`config.mk`:
```
export PLATFORM = sky130hd
export DESIGN_NAME = multicycle_control
export DESIGN_NICKNAME = d
export VERILOG_FILES = /design/src/rtl/mc_pkg.sv /design/src/rtl/alu_fun_decode.sv /design/src/rtl/multicycle_control.sv
export SDC_FILE = /design/constraint.sdc
export NUM_CORES = 1
export LEC_CHECK = 0
export CAP_MARGIN = 40
export CORE_UTILIZATION = 60
export CTS_CLUSTER_SIZE = 24
export DETAILED_ROUTE_END_ITERATION = 6
export DONT_BUFFER_PORTS = 1
export PLACE_DENSITY = 0.74
export SLEW_MARGIN = 30
export SYNTH_ARGS = -nofsm -noshare
export SYNTH_HDL_FRONTEND = slang
export SYNTH_SLANG_ARGS = --single-unit
```
`constraint.sdc`:
```
create_clock -name clk -period 3.5 [get_ports clk]
set_input_delay 0.525 -clock clk [delete_from_list [all_inputs] [get_ports clk]]
set_output_delay 0.525 -clock clk [all_outputs]
set_load 0.005 [all_outputs]
```
`src/rtl/mc_pkg.sv`:
```
// Shared encodings for the multicycle controller: FSM states, opcode/fun fields and ALU select codes.
package mc_pkg;

  typedef enum logic [3:0] {
    ST_FETCH    = 4'd0,
    ST_DECODE   = 4'd1,
    ST_MEM_ADDR = 4'd2,
    ST_MEM_RD   = 4'd3,
    ST_MEM_WB   = 4'd4,
    ST_MEM_WR   = 4'd5,
    ST_R_EXE    = 4'd6,
    ST_R_WB     = 4'd7,
    ST_BRANCH   = 4'd8,
    ST_JUMP     = 4'd9,
    ST_I_EXE    = 4'd10,
    ST_I_WB     = 4'd11,
    ST_TRAP     = 4'd12
  } state_t;

  localparam logic [5:0] OP_RTYPE = 6'b000000;
  localparam logic [5:0] OP_LW    = 6'b100011;
  localparam logic [5:0] OP_SW    = 6'b101011;
  localparam logic [5:0] OP_BEQ   = 6'b000100;
  localparam logic [5:0] OP_J     = 6'b000010;
  localparam logic [5:0] OP_ADDI  = 6'b001000;
  localparam logic [5:0] OP_ORI   = 6'b001101;

  localparam logic [5:0] FUN_ADD  = 6'b100000;
  localparam logic [5:0] FUN_SUB  = 6'b100010;
  localparam logic [5:0] FUN_AND  = 6'b100100;
  localparam logic [5:0] FUN_OR   = 6'b100101;
  localparam logic [5:0] FUN_XOR  = 6'b100110;
  localparam logic [5:0] FUN_NOR  = 6'b100111;
  localparam logic [5:0] FUN_SLT  = 6'b101010;

  localparam logic [2:0] ALU_AND  = 3'b000;
  localparam logic [2:0] ALU_OR   = 3'b001;
  localparam logic [2:0] ALU_ADD  = 3'b010;
  localparam logic [2:0] ALU_XOR  = 3'b011;
  localparam logic [2:0] ALU_NOR  = 3'b100;
  localparam logic [2:0] ALU_SUB  = 3'b110;
  localparam logic [2:0] ALU_SLT  = 3'b111;

  // States whose exit back to FETCH marks a completed instruction.
  function automatic logic retires_from(input state_t s);
    return s inside {ST_MEM_WB, ST_MEM_WR, ST_R_WB, ST_I_WB, ST_BRANCH, ST_JUMP};
  endfunction

endpackage

```
`src/rtl/alu_fun_decode.sv`:
```
// R-type fun field to ALU select decoder, shared with the single-cycle path.
// Optional feature macro: SLT_NOR_EN adds slt and nor to the accepted fun codes.
module alu_fun_decode
  import mc_pkg::*;
#(
  parameter int SEL_W = 3
) (
  input  logic [5:0]       fun,
  output logic [SEL_W-1:0] select,
  output logic             valid
);

  logic [2:0] code;

  always_comb begin
    code  = ALU_AND;
    valid = 1'b1;
    case (fun)
      FUN_ADD: code = ALU_ADD;
      FUN_SUB: code = ALU_SUB;
      FUN_AND: code = ALU_AND;
      FUN_OR:  code = ALU_OR;
      FUN_XOR: code = ALU_XOR;
`ifdef SLT_NOR_EN
      FUN_SLT: code = ALU_SLT;
      FUN_NOR: code = ALU_NOR;
`endif
      default: valid = 1'b0;
    endcase
  end

  // Select codes are 3 bits; wider ALU select buses carry zeros above them.
  assign select = SEL_W'(code);

endmodule

```
`src/rtl/multicycle_control.sv`:
```
// Multicycle MIPS-style control FSM with sticky illegal flag and retired-instruction counter.
// Optional feature macro: SLT_NOR_EN (slt/nor R-type support, handled in alu_fun_decode).
module multicycle_control
  import mc_pkg::*;
#(
  parameter int SEL_W = 3,
  parameter int CNT_W = 16
) (
  input  logic             clk,
  input  logic             rst,
  input  logic [5:0]       opcode,
  input  logic [5:0]       fun,
  input  logic             zero,
  input  logic             mem_ready,
  output logic [SEL_W-1:0] alu_select,
  output logic             pc_write,
  output logic             pc_write_cond,
  output logic             iord,
  output logic             mem_read,
  output logic             mem_write,
  output logic             ir_write,
  output logic             reg_dst,
  output logic             mem_to_reg,
  output logic             reg_write,
  output logic             alu_src_a,
  output logic [1:0]       alu_src_b,
  output logic [1:0]       pc_source,
  output logic             illegal,
  output logic [CNT_W-1:0] retired,
  output state_t           state_dbg
);

  // Memory handshake: a FETCH/MEM_RD/MEM_WR access keeps its strobes asserted
  // every cycle and completes in the first cycle mem_ready is high.

  state_t           state_q, state_d;
  logic             illegal_q;
  logic [CNT_W-1:0] retired_q;
  logic [SEL_W-1:0] fun_select;
  logic             fun_valid;
  logic             retire;
  logic             unused_zero;

  // Branch zero gating is done by the datapath's PC write enable.
  assign unused_zero = zero;

  alu_fun_decode #(.SEL_W(SEL_W)) u_fun_decode (
    .fun    (fun),
    .select (fun_select),
    .valid  (fun_valid)
  );

  always_ff @(posedge clk or posedge rst) begin
    if (rst) begin
      state_q   <= ST_FETCH;
      illegal_q <= 1'b0;
      retired_q <= '0;
    end else begin
      state_q <= state_d;
      if (state_q == ST_TRAP) illegal_q <= 1'b1;
      if (retire) retired_q <= retired_q + CNT_W'(1);
    end
  end

  always_comb begin
    state_d       = state_q;
    alu_select    = '0;
    pc_write      = 1'b0;
    pc_write_cond = 1'b0;
    iord          = 1'b0;
    mem_read      = 1'b0;
    mem_write     = 1'b0;
    ir_write      = 1'b0;
    reg_dst       = 1'b0;
    mem_to_reg    = 1'b0;
    reg_write     = 1'b0;
    alu_src_a     = 1'b0;
    alu_src_b     = 2'b00;
    pc_source     = 2'b00;
    case (state_q)
      ST_FETCH: begin
        mem_read   = 1'b1;
        alu_src_b  = 2'b01;
        alu_select = SEL_W'(ALU_ADD);
        if (mem_ready) begin
          ir_write = 1'b1;
          pc_write = 1'b1;
          state_d  = ST_DECODE;
        end
      end
      ST_DECODE: begin
        alu_src_b  = 2'b11;
        alu_select = SEL_W'(ALU_ADD);
        case (opcode)
          OP_RTYPE:     state_d = ST_R_EXE;
          OP_LW, OP_SW: state_d = ST_MEM_ADDR;
          OP_BEQ:       state_d = ST_BRANCH;
          OP_J:         state_d = ST_JUMP;
          OP_ADDI,
          OP_ORI:       state_d = ST_I_EXE;
          default:      state_d = ST_TRAP;
        endcase
      end
      ST_MEM_ADDR: begin
        alu_src_a  = 1'b1;
        alu_src_b  = 2'b10;
        alu_select = SEL_W'(ALU_ADD);
        state_d    = (opcode == OP_SW) ? ST_MEM_WR : ST_MEM_RD;
      end
      ST_MEM_RD: begin
        iord     = 1'b1;
        mem_read = 1'b1;
        if (mem_ready) state_d = ST_MEM_WB;
      end
      ST_MEM_WR: begin
        iord      = 1'b1;
        mem_write = 1'b1;
        if (mem_ready) state_d = ST_FETCH;
      end
      ST_MEM_WB: begin
        reg_write  = 1'b1;
        mem_to_reg = 1'b1;
        state_d    = ST_FETCH;
      end
      ST_R_EXE: begin
        alu_src_a  = 1'b1;
        alu_select = fun_select;
        state_d    = fun_valid ? ST_R_WB : ST_TRAP;
      end
      ST_R_WB: begin
        reg_write = 1'b1;
        reg_dst   = 1'b1;
        state_d   = ST_FETCH;
      end
      ST_BRANCH: begin
        alu_select    = SEL_W'(ALU_SUB);
        pc_write_cond = 1'b1;
        pc_source     = 2'b01;
        state_d       = ST_FETCH;
      end
      ST_JUMP: begin
        pc_write  = 1'b1;
        pc_source = 2'b10;
        state_d   = ST_FETCH;
      end
      ST_I_EXE: begin
        alu_src_b  = 2'b10;
        alu_select = (opcode == OP_ORI) ? SEL_W'(ALU_OR) : SEL_W'(ALU_ADD);
        state_d    = ST_I_WB;
      end
      ST_I_WB: begin
        reg_write = 1'b1;
        state_d   = ST_FETCH;
      end
      ST_TRAP: state_d = ST_FETCH;
      default: state_d = ST_FETCH;
    endcase
  end

  assign retire    = retires_from(state_q) && (state_d == ST_FETCH);
  // The flag shows during the TRAP cycle itself, then stays via the sticky bit.
  assign illegal   = illegal_q | (state_q == ST_TRAP);
  assign retired   = retired_q;
  assign state_dbg = state_q;

endmodule

```
==> impl_metrics.tcl <==
set metrics [dict create \
    run_status "finished clean" \
    seq_area_frac_synth_pct 38.1 \
    clock_tree.root_cell "sky130_fd_sc_hd__clkbuf_4" \
    final_antenna_diode_count 0 \
    seqCellArea_um2 526 \
    num_io_pins 54 \
    final_period_minus_worst_setup_slack_ns 2.31 \
    initialDrtViolationCount 45 \
    drv.max_cap_violation_count 0 \
    ctsLongestPathBuffers 2 \
    max_clock_freq_mhz 433 \
    first_global_vias 1008 \
    seq_power_share_pct 46.9 \
    rsz0062_at_grt "no" \
    drive_above_1_share_pct 7.48 \
    syn-mean-instance-area_um2 9.13 \
    clock_tree.htree_level_count 1 \
    layout_commonest_cell "sky130_fd_sc_hd__dfrtp_1" \
    tritoncts_clock_tree "done" \
    critical_path_required_time_ns 2.97 \
    grt.total_usage_pct 25.4 \
    multi_input_logic_area_um2 787 \
    worst_setup_hold_path_clk_slew_ns 0.12 \
    synth_fp_nets 168 \
    clock-skew-final_ns 0.00632 \
    detailed_place_hpwl_um 2200 \
    synth_top_area_share_pct 38.1 \
    grt_overflow_total 0 \
    synthesis.instances 151 \
    route.vias.total 1170 \
    post_cts.resized_instances 0 \
    slew_violations 0 \
    antenna_violations_before_repair 0 \
    synth_cell_types 44 \
    design.final.nets 165 \
    powerDensity_mw_per_mm2 633 \
    place.gp.congestion 0.810 \
    timing.slew.headroom_pct 46.3 \
    worst_setup_path_end_kind "output port" \
    wirelength_um 3000 \
    p_int_mw 0.493 \
    post-route-drc-count 0 \
    worstPathMaxFanout 13 \
    post-place-ws_ns 1.35 \
    min_period_over_period_pct 66.0 \
    clockPowerShare_pct 13.0 \
    cts_buffers 3 \
    die-height_um 49.9 \
    fin_util_pct 68.1 \
    post_cts_hold_buffer_count 0 \
    cts_num_sinks 21 \
    post_layout_power_mw 0.888 \
    tightestPinTransition_ns 0.799 \
    grt_pass1_wl_um 4760 \
    synth_warnings 0 \
    critPathLaunchType "register" \
    switching_share_pct 44.4 \
    netlist_area_mm2 0.00138 \
    fin_tns_setup_ns 0 \
    initial_utilization_pct 66.9 \
    dieWidth_um 49.9 \
    synthFlopType "sky130_fd_sc_hd__dfrtp_1" \
    area_growth_syn_to_layout_pct 1.82 \
    worst_hold_path_type "in2async" \
    maximum_number_of_pins_on_one_net_before_global_route_repair 22 \
    detail_route.vias_per_cell 6.72 \
    hold_viol 0 \
    synth_seq_cells 21 \
    insertion_delay_ns 0.30 \
    leakage_nw 0.545 \
    synth_edf_count 0 \
    synth_top_cell_by_area "sky130_fd_sc_hd__dfrtp_1" \
    antenna_left 0 \
    design.core.area_mm2 0.00206 \
    worst_slack_ns 1.19 \
    cp.arrival_ns 1.78 \
    crit_type "reg2out" \
    std_cell_rows 16 \
    switching_power_mw 0.395 \
    detailedRoute.firstPassIterationCount 4 \
    cts.repair_timing.setup_buffer_count 0 \
    mostFrequentLayoutCells "sky130_fd_sc_hd__dfrtp_1 (21), sky130_fd_sc_hd__xnor2_1 (16), sky130_fd_sc_hd__nor2_1 (13), sky130_fd_sc_hd__nand4_1 (13), sky130_fd_sc_hd__nand2b_1 (7)" \
    route.detailed.wl_per_inst_um 17.2 \
    ys_async_sr_fraction_pct 100 \
    yosys-top-cells-area "sky130_fd_sc_hd__dfrtp_1 (38%), sky130_fd_sc_hd__xnor2_1 (10%), sky130_fd_sc_hd__nand4_1 (5.9%)" \
    comb_power_share_pct 40.1 \
    worst_ir_drop_vdd_mv 0.401 \
    port_buffers 0 \
    report.final.setup_viol 0 \
    fillCellCount 180 \
    dieArea_mm2 0.00249 \
]
critical path, cell delays in order (launching register included):
cell and delay (ns):
sky130_fd_sc_hd__dfrtp_1 0.54, sky130_fd_sc_hd__nand2b_1 0.31, sky130_fd_sc_hd__nor3_1 0.44, sky130_fd_sc_hd__a31o_2 0.19
power by group through the flow:
stage                     Combinational [mW]  Sequential [mW]  Clock, mW
after global routing                   0.399            0.434      0.129
after CTS                              0.355            0.416      0.120
after floorplan                        0.359            0.365          0
after detailed placement               0.354            0.420          0
final                                  0.356            0.417      0.115
after global placement                 0.345            0.414          0
Yosys cell counts (all sizes together), types with 2 or more instances:
| cell | instances |
|---|---|
| dfrtp | 21 |
| xnor2 | 16 |
| nand4 | 13 |
| nor2 | 13 |
| nand2b | 7 |
| nand2 | 6 |
| nor3 | 6 |
| buf | 5 |
| nor4 | 5 |
| a21o | 4 |
| a21oi | 4 |
| and3 | 4 |
| clkbuf | 4 |
| inv | 4 |
| nor2b | 4 |
| and2 | 3 |
| a211o | 2 |
| a31oi | 2 |
| nand3 | 2 |
| o211ai | 2 |
| o22ai | 2 |
| or2 | 2 |
| xor2 | 2 |
routing by layer:
metal / track usage (%) / up-vias / share of wire (%)
met1: 35.5 / 572 / 46
li1: - / 541 / -
met5: 0 / - / 0
met2: 38.5 / 55 / 45
met3: 9.26 / 2 / 9.4
met4: 2.86 / 0 / 0.13
path summary, 6_finish.rpt:
path	start	to	slack, ns	cells past startpoint
max in group asynchronous	rst	retired[9]	3.08	2
setup reg to reg	state_dbg[0]	retired[9]	1.31	4
hold reg to reg	illegal_q	illegal_q	0.50	1
setup / recovery	state_dbg[2]	alu_select[2]	1.19	3
min in group clk	opcode[4]	state_dbg[3]	0.41	2
hold / removal	rst	retired[1]	0.02	1
flip-flops by register name, summed over array words and instances, names as in the netlist:
register   flops
state_dbg      4
retired       16
illegal_q      1
layout make-up:
class | instances | area share (%)
flip-flops and latches | 21 | 37.4
clock inverters | 1 | 0.357
inverters | 4 | 1.07
repair buffers | 1 | 1.07
clock buffers | 3 | 1.60
well taps | 27 | 2.41
multi-input cells | 117 | 56.1
stage by stage:
| stage | hold WS [ns] | instance area [um2] | instances |
|---|---|---|---|
| after floorplan | 0.430 | 1380 | 151 |
| after global placement | 0.441 | 1360 | 169 |
| after CTS | 0.246 | 1390 | 173 |
| after global routing | 0.0234 | 1400 | 174 |
| final | 0.0241 | 1400 | 174 |
| after detailed placement | 0.482 | 1360 | 169 |
logic make-up after synthesis:
family                   synth area share [%]
AO/OA/AOI/OAI                            12.0
XOR/XNOR                                 11.4
buffers and inverters                    4.81
AND/OR/NAND/NOR                          31.2
multiplexers                             1.54
adder cells (fa/ha/maj)                 0.907
flip-flops                               38.1
No activity file was read; power rests on OpenSTA's default activity.
